File: src/rtl/fifo_rd_packer.sv
// Purpose: drains an async-FIFO read port and packs PACK entries into one wide word with a lane-keep mask.
// Latency: m_valid rises 1 cycle after the pop that fills the last lane (or after a flush edge).
// Backpressure: while m_valid & ~m_ready the word is held and popping stops; accumulation resumes the cycle after acceptance.
//
// Ports:
//   rclk, rrst_n          read clock, synchronous active-low reset
//   rdata, rempty, rinc   FIFO read port (rdata valid while rempty=0; rinc is the pop strobe)
//   flush                 level; closes a partial word when at least one lane is filled
//   m_data/m_keep/m_valid/m_ready  packed-word stream, lane 0 = oldest entry
//   words_sent            count of accepted words, wraps
module fifo_rd_packer #(
  parameter int datawidth = 8,
  parameter int PACK      = 4,
  parameter int CNTW      = 16
) (
  input  logic                      rclk,
  input  logic                      rrst_n,
  input  logic [datawidth-1:0]      rdata,
  input  logic                      rempty,
  output logic                      rinc,
  input  logic                      flush,
  output logic [datawidth*PACK-1:0] m_data,
  output logic [PACK-1:0]           m_keep,
  output logic                      m_valid,
  input  logic                      m_ready,
  output logic [CNTW-1:0]           words_sent
);

  localparam int CW = $clog2(PACK + 1);
  localparam logic [CW-1:0] PACK_C = CW'(PACK);
  localparam logic [CW-1:0] LAST_C = CW'(PACK - 1);

  typedef enum logic {ACCUM, OUT} state_t;

  state_t                    state_q, state_d;
  logic [CW-1:0]             cnt_q, cnt_d;
  logic [datawidth*PACK-1:0] data_q, data_d;
  logic [PACK-1:0]           keep_q, keep_d;
  logic                      valid_q, valid_d;
  logic [CNTW-1:0]           words_q, words_d;

  logic cap;
  logic close_word;

  // Pop only while accumulating with a free lane; reset gates it off immediately.
  assign cap = rrst_n & ~rempty & (state_q == ACCUM) & (cnt_q < PACK_C);
  assign rinc = cap;

  // A word closes when the last lane fills, or on flush if it would carry at least
  // one lane (either already held or captured on this very edge).
  assign close_word = (cap && (cnt_q == LAST_C)) ||
                      (flush && ((cnt_q != '0) || cap));

  always_comb begin
    state_d = state_q;
    cnt_d   = cnt_q;
    data_d  = data_q;
    keep_d  = keep_q;
    valid_d = valid_q;
    words_d = words_q;
    case (state_q)
      ACCUM: begin
        if (cap) begin
          for (int i = 0; i < PACK; i++) begin
            if (cnt_q == CW'(i)) begin
              data_d[i*datawidth +: datawidth] = rdata;
              keep_d[i]                        = 1'b1;
            end
          end
          cnt_d = cnt_q + CW'(1);
        end
        if (close_word) begin
          state_d = OUT;
          valid_d = 1'b1;
        end
      end
      OUT: begin
        // flush is deliberately not latched here; only the handshake leaves OUT.
        if (m_ready) begin
          state_d = ACCUM;
          cnt_d   = '0;
          data_d  = '0;
          keep_d  = '0;
          valid_d = 1'b0;
          words_d = words_q + CNTW'(1);
        end
      end
      default: state_d = ACCUM;
    endcase
  end

  always_ff @(posedge rclk) begin
    if (!rrst_n) begin
      state_q <= ACCUM;
      cnt_q   <= '0;
      data_q  <= '0;
      keep_q  <= '0;
      valid_q <= 1'b0;
      words_q <= '0;
    end else begin
      state_q <= state_d;
      cnt_q   <= cnt_d;
      data_q  <= data_d;
      keep_q  <= keep_d;
      valid_q <= valid_d;
      words_q <= words_d;
    end
  end

  assign m_data     = data_q;
  assign m_keep     = keep_q;
  assign m_valid    = valid_q;
  assign words_sent = words_q;

endmodule

File: config.mk
export PLATFORM = sky130hd
export DESIGN_NAME = fifo_rd_packer
export DESIGN_NICKNAME = d
export VERILOG_FILES = /design/src/rtl/fifo_rd_packer.sv
export SDC_FILE = /design/constraint.sdc
export NUM_CORES = 1
export LEC_CHECK = 0
export BUFFER_PORTS_ARGS = -buffer_cell sky130_fd_sc_hd__clkbuf_2
export CAP_MARGIN = 10
export CORE_ASPECT_RATIO = 0.75
export CORE_MARGIN = 3
export CORE_UTILIZATION = 45
export CTS_CLUSTER_SIZE = 28
export DETAILED_ROUTE_END_ITERATION = 7
export PLACE_DENSITY = 0.76
export SLEW_MARGIN = 20
export SYNTH_ARGS = -nofsm -noshare
export SYNTH_HDL_FRONTEND = slang
export SYNTH_SLANG_ARGS = --single-unit
File: constraint.sdc
create_clock -name rclk -period 1.7 [get_ports rclk]
set_input_delay 0.085 -clock rclk [delete_from_list [all_inputs] [get_ports rclk]]
set_output_delay 0.085 -clock rclk [all_outputs]
set_load 0.05 [all_outputs]
==> qor.tcl <==
set qor(status) {finished, final reports clean}
set qor(setup_viol) 0
set qor(detailedRoute.firstIterationViolations) 151
set qor(cts_buffer_depth) 2
set qor(design.portCount) 67
set qor(drt_first_pass_iters) 5
set qor(die_area_um2) 5910
set qor(num_antenna_cells) 0
set qor(seq_area_um2) 1150
set qor(cp_cell_sequence) {or4b_4 > clkinv_4 > clkbuf_8}
set qor(total_global_routing_overflow) 0
set qor(maxSlewHeadroom) 0.716
set qor(detailed_place_hpwl_mm) 3.99
set qor(vias_per_cell) 5.36
set qor(setup.worst_path.start_class) {flip-flop}
set qor(n_fill_cell) 416
set qor(totalWireLength_mm) 5.78
set qor(critical_path_required_ns) 1.62
set qor(timing_hold_violations_final) 0
set qor(synth_edf_count) 0
set qor(drc) 0
set qor(synth_compound_gate_area_share) 0.125
set qor(arrival_ns) 1.52
set qor(dieWidth_um) 87.8
set qor(ys_seq_area_frac) 0.506
set qor(min-delay-start) {rdata[7]}
set qor(multi_input_area_um2) 1030
set qor(numCtsBuffers) 9
set qor(htree_levels) 3
set qor(design.final.nets) 359
set qor(synthArstFlopShare) 0
set qor(final-max-slew-violation-count) 0
set qor(worst-slew-pin-transition_ns) 0.425
set qor(ir_drop_mv) 0.637
set qor(routability_congestion) 0.722
set qor(post_drt_wl_per_cell_um) 14.4
set qor(worst-r2r-cell-count) 5
set qor(whs_path_depth) 3
set qor(worst-setup-path-type) {flip-flop to output pin}
set qor(total_leakage_power_nw) 1.20
set qor(final.hold.worst_slack_ns) 0.0245
set qor(skew_pair_late_insertion_delay_ns) 0.33
set qor(maxClockFrequency_mhz) 625
set qor(cellPowerDensity_nw_per_um2) 1020
set qor(layout-area-overhead-vs-synth_pct) 28.1
set qor(number_of_antenna_violations_at_the_first_check_in_global_routing) 0
set qor(largest_family_of_logic_cells_by_synthesized_area) {simple AND/OR/NAND/NOR gates}
set qor(io_port_bufs) 66
set qor(syn_avg_cell_area_um2) 8.36
set qor(drive_gt1_frac) 0.296
set qor(setup_repair_after_global_routing_missed_its_margin) {false}
set qor(timing.hold.worst.class) {primary input to flip-flop}
set qor(multiplexer_fraction_of_the_synthesized_cell_area) 0
set qor(synthesis.nets) 289
set qor(critPathLaunch) {cnt_q[2]$_SDFFE_PN0P_}
set qor(yosysWarningCount) 0
set qor(floorplan.core_area_um2) 4650
set qor(global_route_wire_length_before_repair_mm) 9.37
set qor(postLayoutCellArea_um2) 2890
set qor(synth_xor_area_frac) 0.0388
set qor(maxCapViolCount) 0
set qor(post_synth_adder_cell_area) 0.0333
set qor(yosys_most_used_dff) {dfxtp_1}
set qor(slowest_delay_ns) 0.56
set qor(worst_path_max_delay_cell) {or4b_4}
set qor(synth_top_cells_by_area) {dfxtp_1 51%, a21oi_1 10%, nand3_1 8.6%}
set qor(dieHeight_um) 67.3
set qor(worst_clock_skew_ns) 0.00622
set qor(placedCellCount) 385
set qor(post_synth_num_cell_types) 27
set qor(cts_tree) {yes}
set qor(netlist.area_leader.share) 0.506
set qor(detail-route-antenna-nets) 0
set qor(setup.worst_path.end_class) {output pin}
set qor(numClockSinks) 57
set qor(yosysTopAreaCell) {dfxtp_1}
set qor(initial_core_util) 0.485
set qor(worst-path-max-fanout) 10
set qor(detailed_place.area_um2) 2670
set qor(final.period_utilization) 0.942
set qor(register_clock_pin_slew_on_the_reported_worst_setup_and_hold_paths_ns) 0.06
set qor(maximum_number_of_pins_on_one_net_before_global_route_repair) 44
set qor(grt_pass1_vias) 1904
set qor(detailroute.via_count) 2156
set qor(synth_area_um2) 2260
set qor(ys_ff_latch) 57
set qor(final_cell_count_no_fill) 402
set qor(rows) 21
set qor(grt_usage) 0.209
set qor(clockRootBuffer) {clkbuf_8}
set qor(post_synthesis_instance_total) 270
set qor(r2r_start) {cnt_q[2]$_SDFFE_PN0P_}
set qor(synthSimpleGateAreaFrac) 0.252
set qor(period_needed_ns) 1.60
[routing by layer]
layer,track usage,up-vias,wire length (um)
li1,-,1068,-
met1,0.275,1004,2650
met2,0.315,79,2630
met3,0.0902,5,470
met4,0.0575,0,29
met5,0,-,0
[per-stage QoR]
step | total power, mW | worst slack (ns) | utilization | setup TNS [ns]
final | 2.95 | 0.0988 | 0.622 | 0
after global routing | 3.08 | 0.0322 | 0.622 | 0
after CTS | 2.97 | 0.00402 | 0.618 | 0
after detailed placement | 1.75 | 0.0235 | 0.573 | 0
after global placement | 1.75 | 0.0704 | 0.573 | 0
after floorplan | 1.65 | -0.0104 | - | -0.0104
[cell type report]
| cell class | instances | area share |
|---|---|---|
| clock buffer | 13 | 0.0515 |
| clock inverter | 3 | 0.0138 |
| inverter | 7 | 0.0108 |
| multi-input combinational | 192 | 0.356 |
| sequential | 57 | 0.398 |
| tap | 57 | 0.0247 |
| timing repair buffer | 73 | 0.145 |
[kinds of logic after synthesis]
kind of cell             Yosys count
AND/OR/NAND/NOR                  121
XOR/XNOR                          10
adder cells (fa/ha/maj)            6
flip-flops                        57
AO/OA/AOI/OAI                     55
buffers and inverters             21
[power breakdown]
group	internal [mW]	switching (mW)
clock network	0.713	0.500
logic	0.0909	0.247
registers	1.37	0.0239
total	2.18	0.770
[synthesized netlist by cell type (all sizes together) (3+ instances only)]
cell type	count
nor2	13
o21ai	7
nand2	50
nand3	39
inv	6
and4	4
clkbuf	9
ha	6
or3	4
dfxtp	57
a21oi	45
xor2	10
and2	3
nand4	5
buf	5
[placed cells by master (no fill, tap or decap), types with 2 or more instances in the layout]
| cell | instances |
|---|---|
| nand4_1 | 5 |
| buf_4 | 4 |
| dfxtp_1 | 49 |
| and2_2 | 3 |
| a21oi_1 | 45 |
| inv_1 | 5 |
| ha_1 | 6 |
| nand3_1 | 39 |
| nand2_1 | 48 |
| buf_12 | 2 |
| clkbuf_2 | 65 |
| nor2_1 | 12 |
| clkbuf_1 | 3 |
| o21ai_0 | 6 |
| nand2_2 | 2 |
| clkinv_2 | 2 |
| and4_1 | 4 |
| dfxtp_2 | 8 |
| clkbuf_8 | 11 |
| or3_1 | 4 |
| xor2_1 | 10 |
[sequential cells by signal (all words and copies together), names as in the netlist]
register    count
m_data         32
words_sent     16
m_keep          4
cnt_q           3
m_valid         1
state_q         1
[worst max-delay path, delay by kind of cell, from the launching register on]
family	cells	cell delay, ns
AND/OR/NAND/NOR	1	0.56
flip-flops	1	0.33
buffers and inverters	2	0.30
[final timing paths]
path	end	slack [ns]
hold / removal	m_data[7]$_SDFFE_PN0P_	0.02
setup reg to reg	m_data[15]$_SDFFE_PN0P_	0.11
setup / recovery	rinc	0.1
hold reg to reg	m_keep[2]$_SDFFE_PN0P_	0.46
[repair_timing]
item,4_1_cts,5_1_grt
hold endpoints to repair,1,0
setup endpoints to repair,1,33
hold buffers,1,0
resized for setup,2,7
setup buffers,0,0
Power figures use the tool's default switching activity.
